--- src/rtl/prefix_expr_tx.sv ---
// prefix_expr_tx
//   Transmit side of the expression token interface. It loads one packed
//   19-token expression, optionally checks its structure, and then replays it
//   one token per cycle as a valid/opt/data stream.
//
// Configuration macro: PREFIX_EXPR_TX_CHECK_EN
//   defined   : CHECK and ERR states exist. A malformed expression raises a
//               one-cycle err pulse and no tokens are sent.
//   undefined : no checking. IDLE goes straight to SEND, err is tied 0 and
//               malformed expressions are sent verbatim.
//
// Ports
//   clk       in   1            rising-edge clock
//   rst_n     in   1            asynchronous, active-low reset
//   start     in   1            load request, sampled only in IDLE
//   opt_in    in   1            0: prefix expression, 1: infix expression
//   expr_in   in   N_TOK*TOK_W  packed tokens, token 0 in the top slice
//   busy      out  1            high while the FSM is outside IDLE
//   tx_valid  out  1            token valid, N_TOK consecutive cycles
//   tx_opt    out  1            opt copy on the first token only
//   tx_data   out  TOK_W        current token, 0 when not valid
//   done      out  1            one-cycle pulse after the last token
//   err       out  1            one-cycle pulse on a malformed expression
module prefix_expr_tx #(
  parameter int TOK_W = 5,
  parameter int N_TOK = 19
) (
  input  logic                   clk,
  input  logic                   rst_n,
  input  logic                   start,
  input  logic                   opt_in,
  input  logic [N_TOK*TOK_W-1:0] expr_in,
  output logic                   busy,
  output logic                   tx_valid,
  output logic                   tx_opt,
  output logic [TOK_W-1:0]       tx_data,
  output logic                   done,
  output logic                   err
);

  localparam int CNT_W = $clog2(N_TOK);
  localparam logic [CNT_W-1:0] LAST = CNT_W'(N_TOK - 1);

`ifdef PREFIX_EXPR_TX_CHECK_EN
  typedef enum logic [2:0] {S_IDLE, S_CHECK, S_SEND, S_DONE, S_ERR} state_t;
`else
  typedef enum logic [1:0] {S_IDLE, S_SEND, S_DONE} state_t;
`endif

  state_t                   state, state_d;
  logic [CNT_W-1:0]         cnt, cnt_d;
  logic [N_TOK*TOK_W-1:0]   expr_q;
  logic                     opt_q;
  logic                     load;
  logic [TOK_W-1:0]         tokens [N_TOK];
  logic [TOK_W-1:0]         cur_tok;

  // Unpack the held expression so the current token is a simple array read.
  always_comb begin
    for (int k = 0; k < N_TOK; k++) begin
      tokens[k] = expr_q[TOK_W*(N_TOK-1-k) +: TOK_W];
    end
  end

  assign cur_tok = tokens[cnt];

`ifdef PREFIX_EXPR_TX_CHECK_EN
  logic [4:0] need, need_d, need_after;
  logic       bad, bad_d, tok_bad, is_op;
`endif

  // Next-state logic. CHECK always walks every token so its duration is
  // fixed; the sticky bad flag decides between SEND and ERR on the last one.
  always_comb begin
    state_d = state;
    cnt_d   = cnt;
    load    = 1'b0;
`ifdef PREFIX_EXPR_TX_CHECK_EN
    need_d     = need;
    bad_d      = bad;
    need_after = need;
    tok_bad    = 1'b0;
    is_op      = 1'b0;
`endif
    case (state)
      S_IDLE: begin
        if (start) begin
          load  = 1'b1;
          cnt_d = '0;
`ifdef PREFIX_EXPR_TX_CHECK_EN
          need_d  = 5'd1;
          bad_d   = 1'b0;
          state_d = S_CHECK;
`else
          state_d = S_SEND;
`endif
        end
      end
`ifdef PREFIX_EXPR_TX_CHECK_EN
      S_CHECK: begin
        is_op   = cur_tok[TOK_W-1];
        // Operator codes above the four arithmetic ones are illegal.
        tok_bad = is_op && (cur_tok[TOK_W-2:2] != '0);
        if (opt_q) begin
          // Infix: operands on even indices, operators on odd ones.
          if (is_op != cnt[0]) tok_bad = 1'b1;
        end else begin
          // Prefix: need counts operands still owed; it must stay positive
          // until the final token and land exactly on zero.
          if (need == 5'd0) tok_bad = 1'b1;
          need_after = is_op ? need + 5'd1 : need - 5'd1;
          if (cnt == LAST && need_after != 5'd0) tok_bad = 1'b1;
        end
        bad_d  = bad | tok_bad;
        need_d = need_after;
        if (cnt == LAST) begin
          cnt_d   = '0;
          state_d = bad_d ? S_ERR : S_SEND;
        end else begin
          cnt_d = cnt + CNT_W'(1);
        end
      end
      S_ERR: state_d = S_IDLE;
`endif
      S_SEND: begin
        if (cnt == LAST) begin
          cnt_d   = '0;
          state_d = S_DONE;
        end else begin
          cnt_d = cnt + CNT_W'(1);
        end
      end
      S_DONE:  state_d = S_IDLE;
      default: state_d = S_IDLE;
    endcase
  end

  // State, captured expression and registered outputs. Outputs follow the
  // state one cycle later, which is what places tx_valid, done and err on
  // their expected cycles relative to the start sample.
  always_ff @(posedge clk or negedge rst_n) begin
    if (!rst_n) begin
      state    <= S_IDLE;
      cnt      <= '0;
      expr_q   <= '0;
      opt_q    <= 1'b0;
      busy     <= 1'b0;
      tx_valid <= 1'b0;
      tx_opt   <= 1'b0;
      tx_data  <= '0;
      done     <= 1'b0;
`ifdef PREFIX_EXPR_TX_CHECK_EN
      need     <= 5'd0;
      bad      <= 1'b0;
      err      <= 1'b0;
`endif
    end else begin
      state <= state_d;
      cnt   <= cnt_d;
      if (load) begin
        expr_q <= expr_in;
        opt_q  <= opt_in;
      end
      busy     <= (state != S_IDLE);
      tx_valid <= (state == S_SEND);
      tx_data  <= (state == S_SEND) ? cur_tok : '0;
      tx_opt   <= (state == S_SEND && cnt == '0) ? opt_q : 1'b0;
      done     <= (state == S_DONE);
`ifdef PREFIX_EXPR_TX_CHECK_EN
      need     <= need_d;
      bad      <= bad_d;
      err      <= (state == S_ERR);
`endif
    end
  end

`ifndef PREFIX_EXPR_TX_CHECK_EN
  assign err = 1'b0;
`endif

endmodule

--- config.mk ---
export PLATFORM = sky130hd
export DESIGN_NAME = prefix_expr_tx
export DESIGN_NICKNAME = d
export VERILOG_FILES = /design/src/rtl/prefix_expr_tx.sv
export SDC_FILE = /design/constraint.sdc
export NUM_CORES = 1
export LEC_CHECK = 0
export CORE_ASPECT_RATIO = 0.8
export CORE_MARGIN = 2
export CORE_UTILIZATION = 55
export CTS_CLUSTER_DIAMETER = 100
export DETAILED_ROUTE_END_ITERATION = 10
export PLACE_DENSITY = 0.86
export SYNTH_ARGS = -nofsm -noshare
export SYNTH_HDL_FRONTEND = slang
export SYNTH_SLANG_ARGS = --single-unit
--- constraint.sdc ---
create_clock -name clk -period 2.35 [get_ports clk]
set_input_delay 0.47 -clock clk [delete_from_list [all_inputs] [get_ports clk]]
set_output_delay 0.47 -clock clk [all_outputs]
set_load 0.02 [all_outputs]
==> results of run 1 <==
[placed cells by master, fill, tap and decap left out, types with 2 or more instances in the layout]
| cell | Yosys | final |
|---|---|---|
| and2_1 | 6 | 5 |
| a32o_1 | 2 | 2 |
| clkinvlp_4 | 0 | 2 |
| nand3_1 | 4 | 4 |
| clkdlybuf4s50_1 | 0 | 106 |
| mux2_2 | 5 | 5 |
| xnor2_1 | 2 | 2 |
| mux2i_1 | 5 | 5 |
| o211ai_1 | 5 | 5 |
| nor3_1 | 2 | 2 |
| dfrtp_1 | 112 | 111 |
| ha_1 | 3 | 3 |
| mux4_2 | 20 | 20 |
| buf_12 | 0 | 3 |
| nand2_1 | 298 | 297 |
| buf_4 | 2 | 9 |
| inv_1 | 4 | 4 |
| o21ai_0 | 12 | 12 |
| nor2_1 | 16 | 16 |
| clkbuf_16 | 0 | 9 |
| nor2b_1 | 2 | 2 |
[worst paths after layout]
kind                                         from                     end  slack, ns  cells past startpoint
min in group clk           expr_q[48]$_DFFE_PN0P_  expr_q[48]$_DFFE_PN0P_       0.48                      2
hold / removal                              rst_n  expr_q[20]$_DFFE_PN0P_       0.12                      1
hold reg to reg            expr_q[48]$_DFFE_PN0P_  expr_q[48]$_DFFE_PN0P_       0.48                      2
max in group asynchronous                   rst_n  expr_q[51]$_DFFE_PN0P_       1.47                      2
setup reg to reg               cnt[1]$_DFFE_PN0P_    tx_data[4]$_DFF_PN0_       0.40                      4
setup / recovery               cnt[1]$_DFFE_PN0P_    tx_data[4]$_DFF_PN0_       0.40                      4
[layer usage]
layer,track usage [%],vias up
li1,-,1889
met2,44.6,181
met5,0,-
met4,8.30,0
met1,34.4,1996
met3,6.85,27
[power breakdown]
part | internal [mW] | switching [mW] | leakage (nW)
Sequential | 2.81 | 0.602 | 1.39
Clock | 0.854 | 0.668 | 0.138
Combinational | 1.45 | 1.49 | 1.64
[through the flow]
| step | area [sq um] | worst slack [ns] |
|---|---|---|
| CTS | 6490 | 0.397 |
| detailed placement | 6190 | 0.412 |
| finish | 6490 | 0.398 |
| global placement | 6190 | 0.460 |
| floorplan | 4990 | 0.732 |
| global route | 6490 | 0.264 |
[critical path, cell delays in order (launching register included)]
cell and delay, ns:
dfrtp_2 0.69, buf_4 0.33, mux4_2 0.52, o21ai_0 0.17, o211ai_1 0.11
[flip-flops by register name, indices dropped and copies added, names as in the netlist]
signal	cells
expr_q	95
cnt	5
tx_data	5
state	2
busy	1
done	1
opt_q	1
tx_opt	1
tx_valid	1
[kinds of logic after synthesis]
| kind of cell | after synthesis | synth area share (%) |
|---|---|---|
| muxes | 30 | 11.2 |
| adders and majority gates | 3 | 0.752 |
| AOI/OAI and AO/OA | 20 | 2.51 |
| DFF | 112 | 56.2 |
| xor gates and xnor gates | 3 | 0.527 |
| buffers and inverters | 35 | 3.21 |
| other | 1 | 0.0751 |
| and+or+nand+nor | 331 | 25.6 |
[cell type report]
type	instances	area, sq um	area share [%]
Multi-Input combinational cell	388	2040	31.4
Sequential cell	112	2800	43.2
Clock inverter	4	53.8	0.829
Inverter	4	15.0	0.231
Clock buffer	11	243	3.74
Tap cell	115	144	2.22
Timing Repair Buffer	118	1190	18.3
==> flow_metrics.py, run 1 <==
metrics = {
    "run_status": {
        "status": "finished clean",
    },
    "power": {
        "peakVddDrop_mv": 0.534,
        "p_leak_nw": 3.17,
        "cellPowerDensity_nw_per_um2": 1210,
        "fin_total_pwr_mw": 7.87,
    },
    "placement": {
        "dp_hpwl_mm": 8.42,
        "port_buffers": 107,
        "gp_congestion": 0.894,
        "place_inst": 737,
    },
    "die": {
        "rows": 31,
        "ios": 109,
        "start_util_pct": 55.9,
        "die_area_sq_um": 9860,
        "die_y_um": 89.2,
        "die_w_um": 111,
        "placeableCoreArea_sq_um": 8920,
    },
    "critical_path": {
        "critical_path.startpoint_type": "flip-flop",
        "cp_max_fo": 14,
        "worst_ep_arrival_time_ns": 2.16,
        "critPathRequiredTime_ns": 2.56,
        "crit_path_end_kind": "flip-flop",
        "crit_type": "flip-flop to flip-flop",
    },
    "drt": {
        "dr.pass1.iters": 5,
        "wl_met3_um": 856,
        "drcViolationCount": 0,
        "drt-met1-wl_mm": 5.26,
        "drt_iter0_drc": 316,
        "totalWireLength_mm": 12.3,
        "routedWlPerCell_um": 16.4,
        "ant_nets": 0,
        "vias": 4093,
        "wl_met2_mm": 5.96,
        "top_layer_used": "met4",
        "avgViaCountPerCell": 5.44,
    },
    "sta": {
        "finalSetupViolCount": 0,
        "fin_crit_ns": 1.95,
        "tns_ns": 0,
        "rsz0062_at_grt": "false",
        "timing.fmax_mhz": 512,
        "hold_slack_ns": 0.122,
        "max-slew-margin-rel_pct": 60.9,
        "drv_slew": 0,
        "worst_pin_slew_ns": 0.586,
        "finClkSkew_ns": 0.00615,
        "hold_viol": 0,
        "period_share_pct": 83.1,
    },
    "synth": {
        "async_flop_share_pct": 100,
        "synthMostInstantiatedCell": "nand2_1",
        "synth_commonest_cells": "nand2_1 (298), dfrtp_1 (112), mux4_2 (20)",
        "synth.net_count": 637,
        "synth_flop_cell": "dfrtp_1",
        "yosys_warnings": 0,
        "yosysTopAreaCell": "dfrtp_1",
        "netlist_top_cells_area": "dfrtp_1 (56%), nand2_1 (22%), mux4_2 (9.0%)",
        "synthCells": 535,
        "syn_area_sq_um": 4990,
        "ys_types": 27,
        "synth_top_area_share_pct": 56.2,
        "syn_area_per_cell_sq_um": 9.33,
        "synth-seq-cells": 112,
        "synth_edf_count": 0,
        "ys_seq_area_share_pct": 56.2,
    },
    "final_layout": {
        "syn2layout_area_growth_pct": 30.0,
        "drive_gt1_share_pct": 8.48,
        "fin_cells": 752,
        "fillerInstances": 628,
        "nets": 735,
        "n_antenna_cell": 0,
        "final_util_pct": 72.7,
    },
    "clock_tree": {
        "post_cts_buffers": 0,
        "clock-sinks": 112,
        "cts_max_level": 3,
        "cts_made_buffers": 9,
        "clockBufferDepth": 2,
        "post_cts_resized": 0,
        "cts_tree": "done",
        "postCtsHoldBufs": 0,
        "clk_pin_slew_ns": 0.07,
        "clock_latency_ns": 0.35,
        "root_buffer": "clkbuf_16",
    },
    "global_route": {
        "grt_max_degree": 57,
        "grt_pass1_wl_mm": 20.2,
        "grt_pass1_vias": 4239,
        "grtUsageTotal_pct": 26.4,
        "antenna_found_initial": 0,
        "grt_overflow": 0,
    },
    "job": {
        "max-cap-violations": 0,
    },
    "hold_path": {
        "worst_hold_path_type": "input pin to asynchronous set/reset pin",
    },
}
Note: power is estimated with default switching activity, not from simulation.
==> inputs of run 2 (changes only) <==
--- a/config.mk
+++ b/config.mk
@@ -7,10 +7,10 @@
 export LEC_CHECK = 0
 export CORE_ASPECT_RATIO = 0.8
 export CORE_MARGIN = 2
-export CORE_UTILIZATION = 55
+export CORE_UTILIZATION = 51
 export CTS_CLUSTER_DIAMETER = 100
 export DETAILED_ROUTE_END_ITERATION = 10
-export PLACE_DENSITY = 0.86
+export PLACE_DENSITY = 0.8
 export SYNTH_ARGS = -nofsm -noshare
 export SYNTH_HDL_FRONTEND = slang
 export SYNTH_SLANG_ARGS = --single-unit
==> constraint.sdc (replaced) <==
create_clock -name clk -period 1.8 [get_ports clk]
set_input_delay 0.36 -clock clk [delete_from_list [all_inputs] [get_ports clk]]
set_output_delay 0.36 -clock clk [all_outputs]
set_load 0.02 [all_outputs]
==> run 2 against run 1 <==
  * The run now ends with hold timing left
  * First-iteration DRC count grew 7.0%
  * Total power up 31%
  * Critical path depth decreased by 3
  * Design area grew 1.8%
  * Via count decreased by 1.7%
  * Sequential share of layout area is 0.75 points lower
  * Global-route usage shrank 1.6 points
  * Combinational power rose by 35%
  * Flip-flop and latch count unchanged
  * Count of clock-buffer cells in the layout decreased by 1
  * Clock power is 30% higher
  * Clock skew rose by 0.0013 ns
  * Highest routed layer unchanged
==> flow_metrics.py, run 2 (synthesis results as in run 1) <==
metrics = {
    "run_status": {
        "violations": "hold timing",
        "status": "complete, but fails checks",
    },
    "global_route": {
        "grt_overflow": 0,
        "grt_pass1_vias": 4222,
        "grtUsageTotal_pct": 24.8,
        "grt_max_degree": 52,
        "antenna_found_initial": 0,
        "grt_pass1_wl_mm": 20.4,
    },
    "placement": {
        "dp_hpwl_mm": 8.83,
        "gp_congestion": 0.891,
        "port_buffers": 107,
        "postPlaceCellArea_sq_um": 6290,
    },
    "final_layout": {
        "multi_input_area_sq_um": 2040,
        "drive_gt1_share_pct": 9.64,
        "largest_reg_flops": 95,
        "syn2layout_area_growth_pct": 32.2,
        "layout_common_cells": "nand2_1 (297), dfrtp_1 (111), clkdlybuf4s50_1 (106)",
        "n_antenna_cell": 0,
        "top_regs": "expr_q x95, cnt x5, tx_data x5",
        "nets": 740,
        "final_util_pct": 69.0,
        "fillerInstances": 726,
        "regMostFlops": "expr_q",
        "postLayoutCellArea_sq_um": 6600,
        "register_area_sq_um": 2800,
        "final_common_cell": "nand2_1",
    },
    "power": {
        "power.switching_mw": 3.66,
        "p_comb_share_pct": 38.2,
        "p_clk_share_pct": 19.0,
        "p_leak_nw": 3.23,
        "p_sw_share_pct": 35.4,
        "power.internal_mw": 6.68,
        "p_seq_share_pct": 42.8,
        "cellPowerDensity_nw_per_um2": 1570,
        "peakVddDrop_mv": 0.735,
    },
    "sta": {
        "hold_slack_ns": -0.0155,
        "drv_slew": 0,
        "finalSetupViolCount": 0,
        "timing.fmax_mhz": 585,
        "tns_ns": 0,
        "rsz0062_at_grt": "false",
        "period_share_pct": 95.0,
        "max-slew-margin-rel_pct": 64.0,
        "fin_crit_ns": 1.71,
        "finClkSkew_ns": 0.00750,
        "hold_viol": 20,
        "worst_pin_slew_ns": 0.540,
    },
    "drt": {
        "totalWireLength_mm": 12.0,
        "vias": 4022,
        "routedWlPerCell_um": 15.8,
        "drcViolationCount": 0,
        "avgViaCountPerCell": 5.28,
        "drt_iter0_drc": 338,
        "ant_nets": 0,
        "dr.pass1.iters": 5,
    },
    "clock_tree": {
        "post_cts_buffers": 0,
        "post_cts_resized": 0,
        "root_buffer": "clkbuf_16",
        "cts_max_level": 3,
        "clk_pin_slew_ns": 0.08,
        "postCtsHoldBufs": 0,
        "clock-sinks": 112,
        "clockBufferDepth": 2,
        "cts_tree": "done",
        "cts_made_buffers": 9,
        "clock_latency_ns": 0.35,
    },
    "die": {
        "die_area_sq_um": 10600,
        "die_y_um": 92.5,
        "ios": 109,
        "placeableCoreArea_sq_um": 9570,
        "start_util_pct": 52.2,
        "rows": 32,
        "die_w_um": 115,
    },
    "critical_path": {
        "critical_path.cell_chain": "clkdlybuf4s50_1",
        "crit_slowest_cell": "clkdlybuf4s50_1",
        "cp.buffers_inverters": 1,
        "worst_ep_arrival_time_ns": 1.35,
        "crit_path_end_kind": "primary output",
        "cp_max_fo": 1,
        "crit_family": "buffers and inverters",
        "critical_path.startpoint_type": "flip-flop",
        "critPathRequiredTime_ns": 1.44,
        "slowest_delay_ns": 0.62,
        "crit_type": "flip-flop to primary output",
    },
    "job": {
        "max-cap-violations": 0,
    },
    "hold_path": {
        "worst_hold_path_type": "input pin to asynchronous set/reset pin",
    },
}
[run 2: cell count changes in the layout (fill, tap and decap cells not counted), sizes merged]
| cell | delta |
|---|---|
| bufinv | -1 |
| clkinvlp | -1 |
| buf | +5 |
| clkinv | +2 |
| clkbuf | -1 |
| inv | +2 |
[run 2: worst paths after layout]
path	startpoint	end	cells past startpoint	slack, ns
min in group clk	expr_q[30]$_DFFE_PN0P_	expr_q[30]$_DFFE_PN0P_	2	0.48
worst max register to register	cnt[1]$_DFFE_PN0P_	tx_data[0]$_DFF_PN0_	5	0.12
worst min register to register	expr_q[30]$_DFFE_PN0P_	expr_q[30]$_DFFE_PN0P_	2	0.48
worst min-delay path	rst_n	expr_q[65]$_DFFE_PN0P_	1	-0.02
max in group asynchronous	rst_n	expr_q[53]$_DFFE_PN0P_	2	1.26
worst max-delay path	tx_data[3]$_DFF_PN0_	tx_data[3]	1	0.09
[run 2: final cells by class]
| class | count | share of cell area (%) |
|---|---|---|
| Clock inverter | 6 | 0.929 |
| Sequential cell | 112 | 42.5 |
| Inverter | 4 | 0.227 |
| Multi-Input combinational cell | 388 | 31.0 |
| Clock buffer | 10 | 3.62 |
| Timing Repair Buffer | 123 | 19.5 |
| Tap cell | 119 | 2.26 |
[run 2: per-layer routing]
layer | global-route usage (%) | up-vias | share of wire [%]
li1 | - | 1899 | -
met1 | 33.3 | 1936 | 43
met2 | 40.7 | 164 | 48
met3 | 6.22 | 23 | 7.3
met4 | 6.40 | 0 | 1.5
met5 | 0 | - | 0
[run 2: power groups by stage]
stage,clock [mW],sequential (mW),combinational [mW]
4_1_cts,2.00,4.40,3.98
5_1_grt,2.07,4.55,4.46
2_1_floorplan,0,4.20,2.70
3_3_place_gp,0,4.39,3.76
3_5_place_dp,0,4.43,3.92
6_report,1.97,4.42,3.96
[run 2: through the flow]
stage          cells  total power, mW  setup WS (ns)  hold slack, ns
2_1_floorplan    535             6.90          0.182          0.0644
3_3_place_gp     746             8.15          0.175           0.380
3_5_place_dp     746             8.35          0.148           0.376
4_1_cts          762             10.4         0.0891         0.00354
5_1_grt          762             11.1        0.00299          0.0220
6_report         762             10.3         0.0894         -0.0155
==> inputs of run 3 (changes only) <==
--- a/config.mk
+++ b/config.mk
@@ -10,7 +10,8 @@
 export CORE_UTILIZATION = 51
 export CTS_CLUSTER_DIAMETER = 100
 export DETAILED_ROUTE_END_ITERATION = 10
-export PLACE_DENSITY = 0.8
+export PLACE_DENSITY = 0.81
+export SLEW_MARGIN = 10
 export SYNTH_ARGS = -nofsm -noshare
 export SYNTH_HDL_FRONTEND = slang
 export SYNTH_SLANG_ARGS = --single-unit
==> run 3 against run 2 <==
  * The run now ends clean
  * First-iteration DRC count shrank 4.4%
  * Count of clock-buffer cells in the layout is 1 higher
  * Flip-flop and latch count is the same
  * Global-route usage decreased by 0.44 points
  * Setup slack got worse by 0.0057 ns
  * Largest power group unchanged
  * Highest routed layer unchanged
==> flow_metrics.py, run 3 (synthesis results as in run 1) <==
metrics = {
    "power": {
        "peakVddDrop_mv": 0.668,
        "p_sw_share_pct": 34.7,
        "cellPowerDensity_nw_per_um2": 1580,
        "p_comb_share_pct": 38.3,
        "p_leak_nw": 3.23,
        "p_clk_share_pct": 19.4,
        "power.switching_mw": 3.62,
        "power.internal_mw": 6.81,
        "p_seq_share_pct": 42.3,
    },
    "final_layout": {
        "final_common_cell": "nand2_1",
        "syn2layout_area_growth_pct": 32.4,
        "n_antenna_cell": 0,
        "top_regs": "expr_q x95, cnt x5, tx_data x5",
        "drive_gt1_share_pct": 9.61,
        "nets": 742,
        "final_util_pct": 69.1,
        "layout_common_cells": "nand2_1 (297), dfrtp_1 (111), clkdlybuf4s50_1 (106)",
        "largest_reg_flops": 95,
        "fin_cells": 764,
        "regMostFlops": "expr_q",
    },
    "die": {
        "rows": 32,
        "start_util_pct": 52.2,
        "die_w_um": 115,
        "placeableCoreArea_sq_um": 9570,
        "die_area_sq_um": 10600,
        "die_y_um": 92.5,
        "ios": 109,
    },
    "placement": {
        "place_inst": 747,
        "gp_congestion": 0.885,
        "dp_hpwl_mm": 8.69,
        "port_buffers": 107,
        "pre_cts_ws_ns": 0.132,
    },
    "sta": {
        "rsz0062_at_grt": "false",
        "timing.fmax_mhz": 583,
        "hold_viol": 0,
        "finalSetupViolCount": 0,
        "drv_slew": 0,
        "period_share_pct": 95.4,
        "fin_crit_ns": 1.72,
        "worst_slack_ns": 0.0837,
        "finClkSkew_ns": 0.00732,
        "tns_ns": 0,
        "hold_slack_ns": 0.479,
    },
    "global_route": {
        "grt_max_degree": 57,
        "grt_pass1_vias": 4078,
        "grtUsageTotal_pct": 24.3,
        "grt_overflow": 0,
        "antenna_found_initial": 0,
        "grt_pass1_wl_mm": 19.8,
    },
    "clock_tree": {
        "clockBufferDepth": 2,
        "cts_max_level": 3,
        "cts_tree": "done",
        "root_buffer": "clkbuf_16",
        "clk_pin_slew_ns": 0.07,
        "clock-sinks": 112,
        "cts_made_buffers": 9,
        "post_cts_buffers": 0,
        "clock_latency_ns": 0.35,
    },
    "drt": {
        "dr.pass1.iters": 5,
        "routedWlPerCell_um": 15.7,
        "ant_nets": 0,
        "drt_iter0_drc": 323,
        "totalWireLength_mm": 12.0,
        "drcViolationCount": 0,
        "avgViaCountPerCell": 5.31,
        "vias": 4057,
    },
    "critical_path": {
        "slowest_delay_ns": 0.63,
        "critical_path.startpoint_type": "flip-flop",
        "cp_max_fo": 1,
        "crit_family": "buffers and inverters",
        "critical_path.cell_chain": "clkdlybuf4s50_1",
        "critPathRequiredTime_ns": 1.44,
        "crit_type": "flip-flop to primary output",
        "crit_slowest_cell": "clkdlybuf4s50_1",
        "crit_path_end_kind": "primary output",
        "worst_ep_arrival_time_ns": 1.36,
        "cp.buffers_inverters": 1,
    },
    "run_status": {
        "status": "finished clean",
    },
    "job": {
        "max-cap-violations": 0,
    },
    "hold_path": {
        "worst_hold_path_type": "flip-flop to flip-flop",
    },
}
-- run 3: path summary, 6_finish.rpt --
path,endpoint,start,cells past startpoint,slack [ns]
setup reg to reg,tx_data[4]$_DFF_PN0_,cnt[1]$_DFFE_PN0P_,5,0.12
hold reg to reg,expr_q[30]$_DFFE_PN0P_,expr_q[30]$_DFFE_PN0P_,2,0.48
setup / recovery,tx_data[2],tx_data[2]$_DFF_PN0_,1,0.08
hold / removal,expr_q[30]$_DFFE_PN0P_,expr_q[30]$_DFFE_PN0P_,2,0.48
min in group asynchronous,expr_q[20]$_DFFE_PN0P_,rst_n,2,0.50
max in group asynchronous,cnt[1]$_DFFE_PN0P_,rst_n,3,0.79
-- run 3: final cells by class --
type,count,area (sq um)
Clock buffer,11,243
Clock inverter,5,63.8
Fill cell,698,2960
Inverter,4,18.8
Multi-Input combinational cell,388,2040
Sequential cell,112,2800
Tap cell,119,149
Timing Repair Buffer,125,1290
-- run 3: timing repair --
item                       4_1_cts  5_1_grt
setup endpoints to repair        0        2
hold buffers                     1        0
hold endpoints to repair        25        0
gates resized for setup          0        1
-- run 3: power groups by stage --
stage,clock (mW),combinational (mW),sequential (mW)
4_1_cts,2.06,4.02,4.39
6_report,2.03,3.99,4.41
3_5_place_dp,0,3.93,4.42
3_3_place_gp,0,3.79,4.34
2_1_floorplan,0,2.70,4.20
5_1_grt,2.15,4.43,4.54
-- run 3: metrics by stage --
step	total power, mW	instance area (sq um)
after global placement	8.13	6290
final	10.4	6610
after floorplan	6.90	4990
after CTS	10.5	6610
after global routing	11.1	6610
after detailed placement	8.35	6290
-- run 3: layer usage --
layer / vias up / wire length (um) / share of wire, % / global-route usage (%)
met5: - / 0 / 0 / 0
met4: 0 / 234 / 2.0 / 7.83
met3: 23 / 814 / 6.8 / 5.17
met2: 170 / 5730 / 48 / 38.8
met1: 1956 / 5210 / 43 / 33.7
li1: 1908 / - / - / -
